$ cat src/rtl/pdm_playback_ctrl.sv
// Playback sequencer: fetches samples from sample RAM and feeds them frame by frame to the PDM Serializer.
// Optional PDM_LOOP_EN: restart from the latched base address at end of playback when loop_i is high.
module pdm_playback_ctrl #(
    parameter int unsigned ADDR_W  = 17,
    parameter int unsigned DATA_W  = 16,
    parameter int unsigned TIMEOUT = 64
) (
    input  logic              clock_i,
    input  logic              reset_n_i,
    input  logic              play_i,
    input  logic              stop_i,
    input  logic              loop_i,
    input  logic [ADDR_W-1:0] base_addr_i,
    input  logic [ADDR_W-1:0] length_i,
    output logic              mem_rd_o,
    output logic [ADDR_W-1:0] mem_addr_o,
    input  logic [DATA_W-1:0] mem_data_i,
    output logic [DATA_W-1:0] ser_data_o,
    output logic              ser_enable_o,
    input  logic              ser_done_i,
    output logic              busy_o,
    output logic              done_o,
    output logic              err_o,
    output logic [ADDR_W-1:0] words_played_o
);

    localparam int unsigned WD_W = $clog2(TIMEOUT + 1);

    typedef enum logic [2:0] {
        S_IDLE,
        S_FETCH,
        S_CAPTURE,
        S_LOAD,
        S_SHIFT,
        S_NEXT
    } state_e;

    state_e              state_q;
    logic [ADDR_W-1:0]   base_q;
    logic [ADDR_W-1:0]   len_q;
    logic [ADDR_W-1:0]   addr_q;
    logic [ADDR_W-1:0]   count_q;
    logic [WD_W-1:0]     wd_q;
    logic [DATA_W-1:0]   ser_data_q;
    logic                mem_rd_q;
    logic                ser_en_q;
    logic                busy_q;
    logic                done_q;
    logic                err_q;

    logic [ADDR_W-1:0]   count_d;
    logic                loop_en;

    assign count_d = count_q + ADDR_W'(1);

`ifdef PDM_LOOP_EN
    assign loop_en = loop_i;
`else
    logic unused_loop;
    assign unused_loop = loop_i;
    assign loop_en     = 1'b0;
`endif

    // Sequencer: state and every output are registered together.
    always_ff @(posedge clock_i) begin
        if (!reset_n_i) begin
            state_q    <= S_IDLE;
            base_q     <= '0;
            len_q      <= '0;
            addr_q     <= '0;
            count_q    <= '0;
            wd_q       <= '0;
            ser_data_q <= '0;
            mem_rd_q   <= 1'b0;
            ser_en_q   <= 1'b1;
            busy_q     <= 1'b0;
            done_q     <= 1'b0;
            err_q      <= 1'b0;
        end else begin
            mem_rd_q <= 1'b0;
            ser_en_q <= 1'b1;
            done_q   <= 1'b0;
            if (state_q != S_IDLE && stop_i) begin
                state_q <= S_IDLE;
                busy_q  <= 1'b0;
            end else begin
                case (state_q)
                    S_IDLE: begin
                        if (play_i && !stop_i) begin
                            err_q <= 1'b0;
                            if (length_i != '0) begin
                                base_q   <= base_addr_i;
                                len_q    <= length_i;
                                addr_q   <= base_addr_i;
                                count_q  <= '0;
                                mem_rd_q <= 1'b1;
                                busy_q   <= 1'b1;
                                state_q  <= S_FETCH;
                            end else begin
                                done_q <= 1'b1;
                            end
                        end
                    end
                    S_FETCH: state_q <= S_CAPTURE;
                    S_CAPTURE: begin
                        ser_data_q <= mem_data_i;
                        ser_en_q   <= 1'b0;
                        state_q    <= S_LOAD;
                    end
                    S_LOAD: begin
                        wd_q    <= '0;
                        state_q <= S_SHIFT;
                    end
                    S_SHIFT: begin
                        // done_o is raised on entry to NEXT so it precedes busy_o falling
                        if (ser_done_i) begin
                            count_q <= count_d;
                            done_q  <= (count_d == len_q);
                            state_q <= S_NEXT;
                        end else if (wd_q == WD_W'(TIMEOUT - 1)) begin
                            err_q   <= 1'b1;
                            busy_q  <= 1'b0;
                            state_q <= S_IDLE;
                        end else begin
                            wd_q <= wd_q + WD_W'(1);
                        end
                    end
                    S_NEXT: begin
                        if (count_q == len_q) begin
                            if (loop_en) begin
                                count_q  <= '0;
                                addr_q   <= base_q;
                                mem_rd_q <= 1'b1;
                                state_q  <= S_FETCH;
                            end else begin
                                busy_q  <= 1'b0;
                                state_q <= S_IDLE;
                            end
                        end else begin
                            addr_q   <= addr_q + ADDR_W'(1);
                            mem_rd_q <= 1'b1;
                            state_q  <= S_FETCH;
                        end
                    end
                    default: begin
                        busy_q  <= 1'b0;
                        state_q <= S_IDLE;
                    end
                endcase
            end
        end
    end

    assign mem_rd_o       = mem_rd_q;
    assign mem_addr_o     = addr_q;
    assign ser_data_o     = ser_data_q;
    assign ser_enable_o   = ser_en_q;
    assign busy_o         = busy_q;
    assign done_o         = done_q;
    assign err_o          = err_q;
    assign words_played_o = count_q;

endmodule

$ cat config.mk
export PLATFORM = sky130hd
export DESIGN_NAME = pdm_playback_ctrl
export DESIGN_NICKNAME = d
export VERILOG_FILES = /design/src/rtl/pdm_playback_ctrl.sv
export SDC_FILE = /design/constraint.sdc
export NUM_CORES = 1
export LEC_CHECK = 0
export ABC_AREA = 1
export BUFFER_PORTS_ARGS = -buffer_cell sky130_fd_sc_hd__buf_4
export CAP_MARGIN = 0
export CORE_ASPECT_RATIO = 1.2
export CORE_MARGIN = 10
export CORE_UTILIZATION = 45
export CTS_CLUSTER_SIZE = 16
export DETAILED_ROUTE_END_ITERATION = 10
export HOLD_SLACK_MARGIN = 0.1
export MAX_ROUTING_LAYER = met4
export PLACE_DENSITY = 0.7
export SKIP_LAST_GASP = 1
export SYNTH_ARGS = -nofsm -noshare
export SYNTH_HDL_FRONTEND = slang
export SYNTH_SLANG_ARGS = --single-unit
$ cat constraint.sdc
create_clock -name clock_i -period 5.56 [get_ports clock_i]
set_clock_uncertainty 0.1 [all_clocks]
set_input_delay 0.278 -clock clock_i [delete_from_list [all_inputs] [get_ports clock_i]]
set_output_delay 0.278 -clock clock_i [all_outputs]
set_load 0.02 [all_outputs]
==> summary.log <==
[outcome] result of the run completed
[route] number of iterations in the first detailed-routing pass 5
[worst_setup_path] Slowest-stage cell, CP sky130_fd_sc_hd__nor2_1
[finish] antenna cell count 0
[die] DIE AREA 0.0148 mm²
[placed_design] total of buffers placed on input and output ports 109
[worst_setup_path] CP most frequent cell sky130_fd_sc_hd__nor2_1
[finish] fraction of layout cells with a size suffix above 1 0.192
[clocking] clock slew at the register clock pins of the worst setup and hold paths 0.06 ns
[synth] predominant post-synthesis flop cell sky130_fd_sc_hd__dfxtp_1
[finish] Post-layout nets 889
[global_route] pin count of the biggest net entering global routing 39
[synth] sequential fraction of the synthesis area 0.354
[finish] most used cells in the layout excluding fill and tap cells sky130_fd_sc_hd__nand2_1 (171), sky130_fd_sc_hd__nor2_1 (111), sky130_fd_sc_hd__buf_4 (109)
[synth] Post-Synthesis Net Count 768
[pwr] largest voltage drop on the vdd net 0.000234 V
[clocking] TritonCTS clock tree built
[synth] post-synth cell types 40
[finish] combined area of the multi-input logic cells 0.00257 mm²
[sta] Setup-failing EPs final 0
[route] DR DRC count 0
[global_route] first-pass GRT wire length 22.5 mm
[placed_design] final RePlAce weighted congestion 0.931
[sta] number of hold violations in the final report 0
[run] Max Cap Violations 0
[global_route] antenna violations before repair 0
[sta] final max-slew violation count 0
[sta] timing-limited maximum frequency 0.401 GHz
[synth] cell count after synthesis 709
[worst_setup_path] kind of critical path flop to flop
[die] I/O pins 111
[finish] FF+latch area 0.00164 mm²
[die] floorplan die height 131 µm
[route] average detailed-routed wire length per instance 14.3 µm
[synth] share of flip-flops with an asynchronous set or reset 0
[route] total detailed-routing wirelength 13.7 mm
[worst_setup_path] crit path launch type flop
[placed_design] placed wire-length estimate 10.1 mm
[die] Core Box Area 0.0101 mm²
[synth] number of enable flip-flop cells after synthesis 0
[route] First DRT Iteration DRCs 308
[min_path] class of the worst hold path input port to flop
[synth] post-synthesis average cell area 6.53 µm²
[route] routed vias 4939
[clocking] TritonCTS Sinks 82
[pwr] Power Density 450 mW/mm²
[sta] measured slew at the worst slew-check pin 0.964 ns
[worst_setup_path] worst path buffer plus inverter count 2
[finish] Finished Core Util 0.596
[sta] Final Critical Period 2.50 ns
[global_route] number of global-route vias before repair 4816
[clocking] number of buffers added by the clock tree synthesis step 9
[synth] number of warning messages in the yosys log 0
[sta] accumulated negative setup slack 0 ns
[finish] count of fill cells added during filler insertion 952
[global_route] GR Overflow Total 0
[global_route] total routing resource utilization after global routing 0.184
[worst_setup_path] kind of end point of the critical path flop
[clocking] clock network latency to the later pin of the worst-skew pair 0.34 ns
[finish] most common cell after layout, fill and taps aside sky130_fd_sc_hd__nand2_1
[die] Chip Width 113 µm
[worst_setup_path] Worst path max stage delay 0.74 ns
[worst_setup_path] Arrival @ worst endpoint 2.62 ns
[finish] Area Growth Syn to Fin 29.4%
[die] cell row count 40
[pwr] Power Total 2.69 mW
[route] via density per instance 5.14
[worst_setup_path] Worst Path Max Fanout 18
[sta] Rel. slew slack 0.355
[clocking] number of buffers on the longest clock path 2
[sta] setup repair after global routing missed its margin no
[worst_setup_path] kind of cell adding the most delay to the critical path simple AND/OR/NAND/NOR gates
[sta] final worst path period share 0.449
[synth] register bit total from synthesis 82
[die] effective utilization at floorplan 0.460
[worst_setup_path] Worst Path Required 5.69 ns
[synth] mapped cell area 0.00463 mm²
[pwr] leakage dissipation 2.68 nW
[clocking] number of H-tree levels 3
[clocking] CTS root buffer sky130_fd_sc_hd__clkbuf_16
[route] antenna-violating nets left 0
[finish] area of all placed cells without fillers 0.00599 mm²
[placed_design] area after detailed placement 0.00547 mm²
[worst_setup_path] cell-by-cell trace of the critical path inv_2 > nor2_1 > nand2_1 > nor2_1 > inv_1 > nor2_1 > nor2_1
## cells in the mapped netlist, types with 3 or more instances
master / number / area, µm²
sky130_fd_sc_hd__inv_2: 11 / 41.3
sky130_fd_sc_hd__nor2_4: 3 / 33.8
sky130_fd_sc_hd__buf_2: 6 / 30.0
sky130_fd_sc_hd__o21ai_1: 16 / 80.1
sky130_fd_sc_hd__buf_6: 5 / 56.3
sky130_fd_sc_hd__inv_1: 62 / 233
sky130_fd_sc_hd__a21oi_1: 47 / 235
sky130_fd_sc_hd__nand4_1: 13 / 81.3
sky130_fd_sc_hd__ha_1: 3 / 37.5
sky130_fd_sc_hd__nor3_1: 12 / 60.1
sky130_fd_sc_hd__nand2_1: 171 / 642
sky130_fd_sc_hd__o21bai_1: 3 / 22.5
sky130_fd_sc_hd__xnor2_1: 11 / 96.3
sky130_fd_sc_hd__a31oi_1: 3 / 18.8
sky130_fd_sc_hd__nand2_4: 3 / 33.8
sky130_fd_sc_hd__nor2_2: 5 / 31.3
sky130_fd_sc_hd__xor2_1: 12 / 105
sky130_fd_sc_hd__nand3_1: 59 / 295
sky130_fd_sc_hd__buf_4: 3 / 22.5
sky130_fd_sc_hd__nor2_1: 111 / 417
sky130_fd_sc_hd__clkbuf_1: 7 / 26.3
sky130_fd_sc_hd__nand2_2: 3 / 18.8
sky130_fd_sc_hd__o21ai_0: 37 / 185
sky130_fd_sc_hd__dfxtp_1: 82 / 1640
## metrics by stage
step | hold slack (ns) | cells | worst slack (ns)
6_report | 0.104 | 961 | 3.06
4_1_cts | 0.103 | 961 | 3.11
5_1_grt | 0.113 | 961 | 2.79
2_1_floorplan | 0.313 | 709 | 3.62
3_3_place_gp | 0.332 | 922 | 3.21
3_5_place_dp | 0.340 | 922 | 3.12
## flip-flops by register name, indices dropped and copies added (netlist names)
name,count
len_q,17
mem_addr_o,17
words_played_o,17
ser_data_o,16
wd_q,7
state_q,3
busy_o,1
done_o,1
err_o,1
mem_rd_o,1
ser_enable_o,1
## per-layer routing
metal  up-vias  global-route usage  wire length, µm
met1      2204               0.230             6360
met2       183               0.279             6110
met3        15              0.0515             1110
li1       2537                   -                -
met5         -                   -                0
met4         0              0.0565              161
## path summary, 6_finish.rpt
check	startpoint	to	slack, ns	depth (start not counted)
worst max-delay path	state_q[1]	ser_data_o[9]	3.06	7
worst min-delay path	length_i[14]	len_q[14]	0.10	3
worst max register to register	state_q[1]	ser_data_o[9]	3.06	7
worst min register to register	wd_q[6]	wd_q[6]	0.35	1
## timing repair
item                      4_1_cts  5_1_grt
gates resized for setup         0        0
hold endpoints to repair       23        0
setup buffers                   0        0
hold buffers                   23        0
## worst register-to-register path: stages, from the launching register on
cell and delay, ns:
sky130_fd_sc_hd__dfxtp_1 0.42, sky130_fd_sc_hd__inv_2 0.08, sky130_fd_sc_hd__nor2_1 0.12, sky130_fd_sc_hd__nand2_1 0.11, sky130_fd_sc_hd__nor2_1 0.74, sky130_fd_sc_hd__inv_1 0.50, sky130_fd_sc_hd__nor2_1 0.25, sky130_fd_sc_hd__nor2_1 0.07
## report_power, final
group	switching, mW	internal [mW]
registers	0.142	0.730
logic	0.808	0.422
clock network	0.244	0.349
total	1.19	1.50
## cell families after synthesis
kind of cell | count (synthesis) | synth area share
AO/OA/AOI/OAI | 112 | 0.129
flip-flops | 82 | 0.354
XOR/XNOR | 23 | 0.0435
buffers and inverters | 96 | 0.0902
adder cells (fa/ha/maj) | 3 | 0.00811
AND/OR/NAND/NOR | 393 | 0.374
## final cells by class
type                       count  share of cell area
inverter                      74              0.0466
clock inverter                 6              0.0109
clock buffer                  10              0.0382
tap                          126              0.0263
sequential                    82               0.274
multi-input combinational    531               0.429
timing repair buffer         132               0.175
No activity file was read; power rests on OpenSTA's default activity.
